--- src/rtl/pipeline_run_ctrl.sv ---
// pipeline_run_ctrl: sequences core reset after start, counts cycles/retires, detects halt or timeout
module pipeline_run_ctrl #(
  parameter int PC_W = 32,
  parameter int INSTR_W = 32,
  parameter int CNT_W = 32,
  parameter int RESET_CYCLES = 2,
  parameter logic [INSTR_W-1:0] HALT_INSTR = INSTR_W'(32'h0000006F),
  parameter int HALT_WINDOW = 4,
  parameter int MAX_CYCLES = 5000
) (
  input  logic               CLK,
  input  logic               reset,
  input  logic               start,
  input  logic               wb_valid,
  input  logic [PC_W-1:0]    wb_pc,
  input  logic [INSTR_W-1:0] wb_instr,
  output logic               core_reset_n,
  output logic               run,
  output logic               done,
  output logic               timeout,
  output logic [CNT_W-1:0]   cycle_cnt,
  output logic [CNT_W-1:0]   retire_cnt,
  output logic [PC_W-1:0]    halt_pc
);
  localparam int HW = $clog2(RESET_CYCLES + 1);
  localparam int SW = $clog2(HALT_WINDOW + 1);
  typedef enum logic [2:0] {IDLE, HOLD, RUN, DONE, TIMEOUT} state_t;
  state_t state, state_n;
  logic [HW-1:0] hold_cnt, hold_n;
  logic [SW-1:0] same_cnt, same_n, same_upd;
  logic [PC_W-1:0] last_pc, last_n, hpc_n;
  logic [CNT_W-1:0] cyc_n, ret_n;
  logic halt;
  // next-state and next-datapath values; a start clears all run status and the same-PC tracker
  always_comb begin
    state_n = state;
    hold_n = hold_cnt;
    cyc_n = cycle_cnt;
    ret_n = retire_cnt;
    hpc_n = halt_pc;
    last_n = last_pc;
    same_n = same_cnt;
    same_upd = (wb_pc == last_pc) ? same_cnt + 1'b1 : SW'(1);
    halt = wb_valid && (wb_instr == HALT_INSTR || same_upd == SW'(HALT_WINDOW));
    case (state)
      HOLD: begin
        hold_n = hold_cnt + 1'b1;
        state_n = (hold_cnt == HW'(RESET_CYCLES - 1)) ? RUN : HOLD;
      end
      RUN: begin
        cyc_n = &cycle_cnt ? cycle_cnt : cycle_cnt + 1'b1;
        if (wb_valid) begin
          ret_n = &retire_cnt ? retire_cnt : retire_cnt + 1'b1;
          last_n = wb_pc;
          same_n = same_upd;
        end
        if (halt) begin
          state_n = DONE;
          hpc_n = wb_pc;
        end else if (cycle_cnt == CNT_W'(MAX_CYCLES - 1)) begin
          state_n = TIMEOUT;
        end
      end
      default: begin
        if (start) begin
          state_n = HOLD;
          hold_n = '0;
          cyc_n = '0;
          ret_n = '0;
          hpc_n = '0;
          last_n = '0;
          same_n = '0;
        end
      end
    endcase
  end
  // state/datapath registers with registered status outputs decoded from the next state
  always_ff @(posedge CLK) begin
    if (!reset) begin
      state <= IDLE;
      hold_cnt <= '0;
      cycle_cnt <= '0;
      retire_cnt <= '0;
      halt_pc <= '0;
      last_pc <= '0;
      same_cnt <= '0;
      core_reset_n <= 1'b0;
      run <= 1'b0;
      done <= 1'b0;
      timeout <= 1'b0;
    end else begin
      state <= state_n;
      hold_cnt <= hold_n;
      cycle_cnt <= cyc_n;
      retire_cnt <= ret_n;
      halt_pc <= hpc_n;
      last_pc <= last_n;
      same_cnt <= same_n;
      core_reset_n <= (state_n == RUN) || (state_n == DONE) || (state_n == TIMEOUT);
      run <= state_n == RUN;
      done <= state_n == DONE;
      timeout <= state_n == TIMEOUT;
    end
  end
endmodule

--- config.mk ---
export PLATFORM = sky130hd
export DESIGN_NAME = pipeline_run_ctrl
export DESIGN_NICKNAME = d
export VERILOG_FILES = /design/src/rtl/pipeline_run_ctrl.sv
export SDC_FILE = /design/constraint.sdc
export NUM_CORES = 1
export LEC_CHECK = 0
export BUFFER_PORTS_ARGS = -buffer_cell sky130_fd_sc_hd__buf_2
export CAP_MARGIN = 20
export CORE_MARGIN = 1
export CORE_UTILIZATION = 35
export CTS_CLUSTER_DIAMETER = 60
export DETAILED_ROUTE_END_ITERATION = 10
export REMOVE_ABC_BUFFERS = 1
export SYNTH_ARGS = -nofsm -noshare
export SYNTH_HDL_FRONTEND = slang
export SYNTH_SLANG_ARGS = --single-unit
export TNS_END_PERCENT = 5
--- constraint.sdc ---
create_clock -name CLK -period 7 [get_ports CLK]
set_clock_uncertainty 0.2 [all_clocks]
set_input_delay 1.05 -clock CLK [delete_from_list [all_inputs] [get_ports CLK]]
set_output_delay 1.05 -clock CLK [all_outputs]
set_load 0.02 [all_outputs]
==> results.txt <==
Die H -> 134 um
grt total ovfl -> 0
mux contribution to synthesized area -> 0.00163
DRC -> 0
Min-Delay Path Class -> reg -> reg
normalized max-slew margin -> 0.503
GRT Resource Usage Total -> 0.173
Max Fclk -> 317 MHz
Synth Area in Simple Gates -> 0.242
crit path DAT -> 3260 ps
1st-pass router iterations -> 4
I/O pin count -> 168
combinational family with the most area after synthesis -> simple AND/OR/NAND/NOR gates
most frequent cells in the layout -> buf_2, dfxtp_1, nor2_1, xnor2_1, nand2_1
n_diodes -> 0
via count of the first global-routing pass -> 4880
first-pass GRT wire length -> 25000 um
Comb pwr share -> 0.055
Worst Tran Pin Value -> 739 ps
Multi-input gate area -> 0.00317 sq mm
Setup TNS Final -> 0 ps
final net count -> 901
Ys Warns -> 0
CTS clk-pin slew, worst paths -> 60 ps
Rows -> 48
synthesized instance count -> 667
sequential area share after synthesis -> 0.457
GRT Max-Usage Layer -> met2
Initial Util -> 0.357
Routed WL -> 15400 um
Root Buffer -> clkbuf_16
synthesis-stage register bit count -> 140
Data required, critical path -> 7100 ps
largest net degree at the start of global routing -> 63
static leakage -> 3.15 nW
Final HPWL DP -> 10600 um
Num CTS Buffers -> 17
Sw Ratio -> 0.217
Sw Pwr -> 0.409 mW
share of layout cells above drive strength 1 -> 0.268
Final Hold Violating Endpoints -> 0
Die Span X -> 134 um
Port Buf Inserts -> 167
clock power share -> 0.517
commonest non-fill, non-tap cell in the layout -> buf_2
Max-Cap Viols -> 0
Fill cells -> 1706
Cell Area, Synth -> 0.00613 sq mm
Final Wtd Congestion -> 0.757
sequential power share -> 0.428
predominant post-synthesis flop cell -> dfxtp_1
synthesized area per cell -> 9.19 sq um
# resized after CTS -> 0
storage element area -> 0.00280 sq mm
CP startpoint kind -> primary input
DR vias/cell -> 5.07
Longest Clk Path Bufs -> 2
unique cell type count in the Yosys netlist -> 62
Die ar. -> 0.0181 sq mm
core region area -> 0.0172 sq mm
H-tree levels -> 4
RSZ-0062 raised after global routing -> false
met1 usage -> 0.233
kind of critical path -> in -> reg
CTS tree -> yes
met2 Use GR -> 0.269
Worst setup EP type -> register
post-placement cell area -> 0.00718 sq mm
crit path time final -> 3160 ps
worst-path fanout max -> 32
Setup Buffers After CTS -> 0
Post-synth ARST share -> 0
Layout area overhead -> 27.4%
fin crit share -> 0.451
final setup fails -> 0
DR iter-0 viols -> 397
worst-skew pair later-pin latency -> 420 ps
drt wl/cell -> 14.5 um
Routed Antenna Nets -> 0
Power Density -> 241 mW/mm^2
adder-cell share of the synthesized area -> 0.00816
Max rail drop VDD -> 0.166 mV
compound-gate portion of the synthesized area -> 0.152
Finished Cell Area -> 0.00781 sq mm
xor-xnor portion of the synthesized cell area -> 0.110
status -> completed
Hold Buf Count CTS -> 0
vias -> 5401
Internal -> 1.48 mW
EDFF count, synth -> 0
initial antenna violation count -> 0
fin. max-slew vios -> 0
met3 GRT Util -> 0.0355
clock sink count -> 140
==> routing by layer <==
metal  up-vias  wire length, um
met1      2531             7540
met3        17              611
met5         -                0
met4         0              231
li1       2729                -
met2       124             7030
==> synthesized netlist by cell type, drive strengths merged, types with 4 or more instances <==
| cell type | number | area, sq um |
|---|---|---|
| nor4 | 15 | 100 |
| and2 | 8 | 50.1 |
| and4 | 6 | 55.1 |
| xor2 | 28 | 245 |
| or2 | 4 | 25.0 |
| dfxtp | 140 | 2800 |
| ha | 4 | 50.1 |
| inv | 7 | 26.3 |
| a22oi | 33 | 248 |
| and3 | 18 | 113 |
| buf | 11 | 62.6 |
| nand3 | 22 | 123 |
| nor2 | 97 | 367 |
| clkbuf | 20 | 85.1 |
| xnor2 | 49 | 429 |
| or3 | 14 | 87.6 |
| nor3 | 14 | 86.3 |
| a22o | 32 | 280 |
| nand2 | 36 | 138 |
| o21ai | 19 | 98.9 |
| a21oi | 25 | 129 |
| nand4 | 27 | 199 |
==> cell type report <==
| cell class | count | area share |
|---|---|---|
| flip-flops and latches | 140 | 0.359 |
| clock buffers | 19 | 0.0567 |
| clock inverters | 11 | 0.0248 |
| inverters | 8 | 0.00384 |
| repair buffers | 174 | 0.114 |
| well taps | 225 | 0.0360 |
| multi-input cells | 488 | 0.406 |
==> registers in the layout (all words and copies together) (netlist names) <==
register,cells
cycle_cnt,32
done,1
same_cnt,3
core_reset_n,1
run,1
halt_pc,32
state,3
retire_cnt,32
timeout,1
hold_cnt,2
last_pc,32
==> worst paths after layout <==
check | start | endpoint | slack (ps) | cells past startpoint
min reg2reg | same_cnt[1]$_SDFFE_PN0P_ | same_cnt[1]$_SDFFE_PN0P_ | 260 | 2
max reg2reg | state[2]$_SDFF_PN0_ | retire_cnt[25]$_SDFFE_PN0P_ | 4240 | 8
max | wb_pc[26] | halt_pc[16]$_SDFFE_PN0P_ | 3840 | 9
min | same_cnt[1]$_SDFFE_PN0P_ | same_cnt[1]$_SDFFE_PN0P_ | 260 | 2
==> power groups by stage <==
stage / clock (mW) / combinational, mW / sequential, mW
floorplan: 0 / 0.0503 / 0.824
global placement: 0 / 0.104 / 0.823
detailed placement: 0 / 0.104 / 0.823
CTS: 1.00 / 0.105 / 0.806
global route: 1.04 / 0.114 / 0.806
finish: 0.975 / 0.104 / 0.806
==> metrics by stage <==
stage	util	worst slack, ps	std cells	total power [mW]	hold WS, ps
finish	0.455	3840	1065	1.88	265
global route	0.455	3770	1065	1.96	287
global placement	0.418	3500	1035	0.928	248
detailed placement	0.418	3460	1035	0.928	259
floorplan	-	3340	636	0.875	240
CTS	0.455	3890	1065	1.91	266
==> critical path, stage by stage <==
cell and delay [ps]:
buf_2 120, xnor2_1 160, nand4_1 130, nor4_1 690
a31oi_1 220, o21ai_0 260, a21oi_2 80, buf_4 250
a22o_1 280
==> logic make-up (layout without fill, tap and decap cells) <==
family          Yosys count  in the layout
xor+xnor                 77             77
simple gates            278            278
fa+ha+maj                 4              4
mux                       1              1
buf+inv                  39            212
compound gates          128            128
flops                   140            140
(Power assumes the default switching activity.)
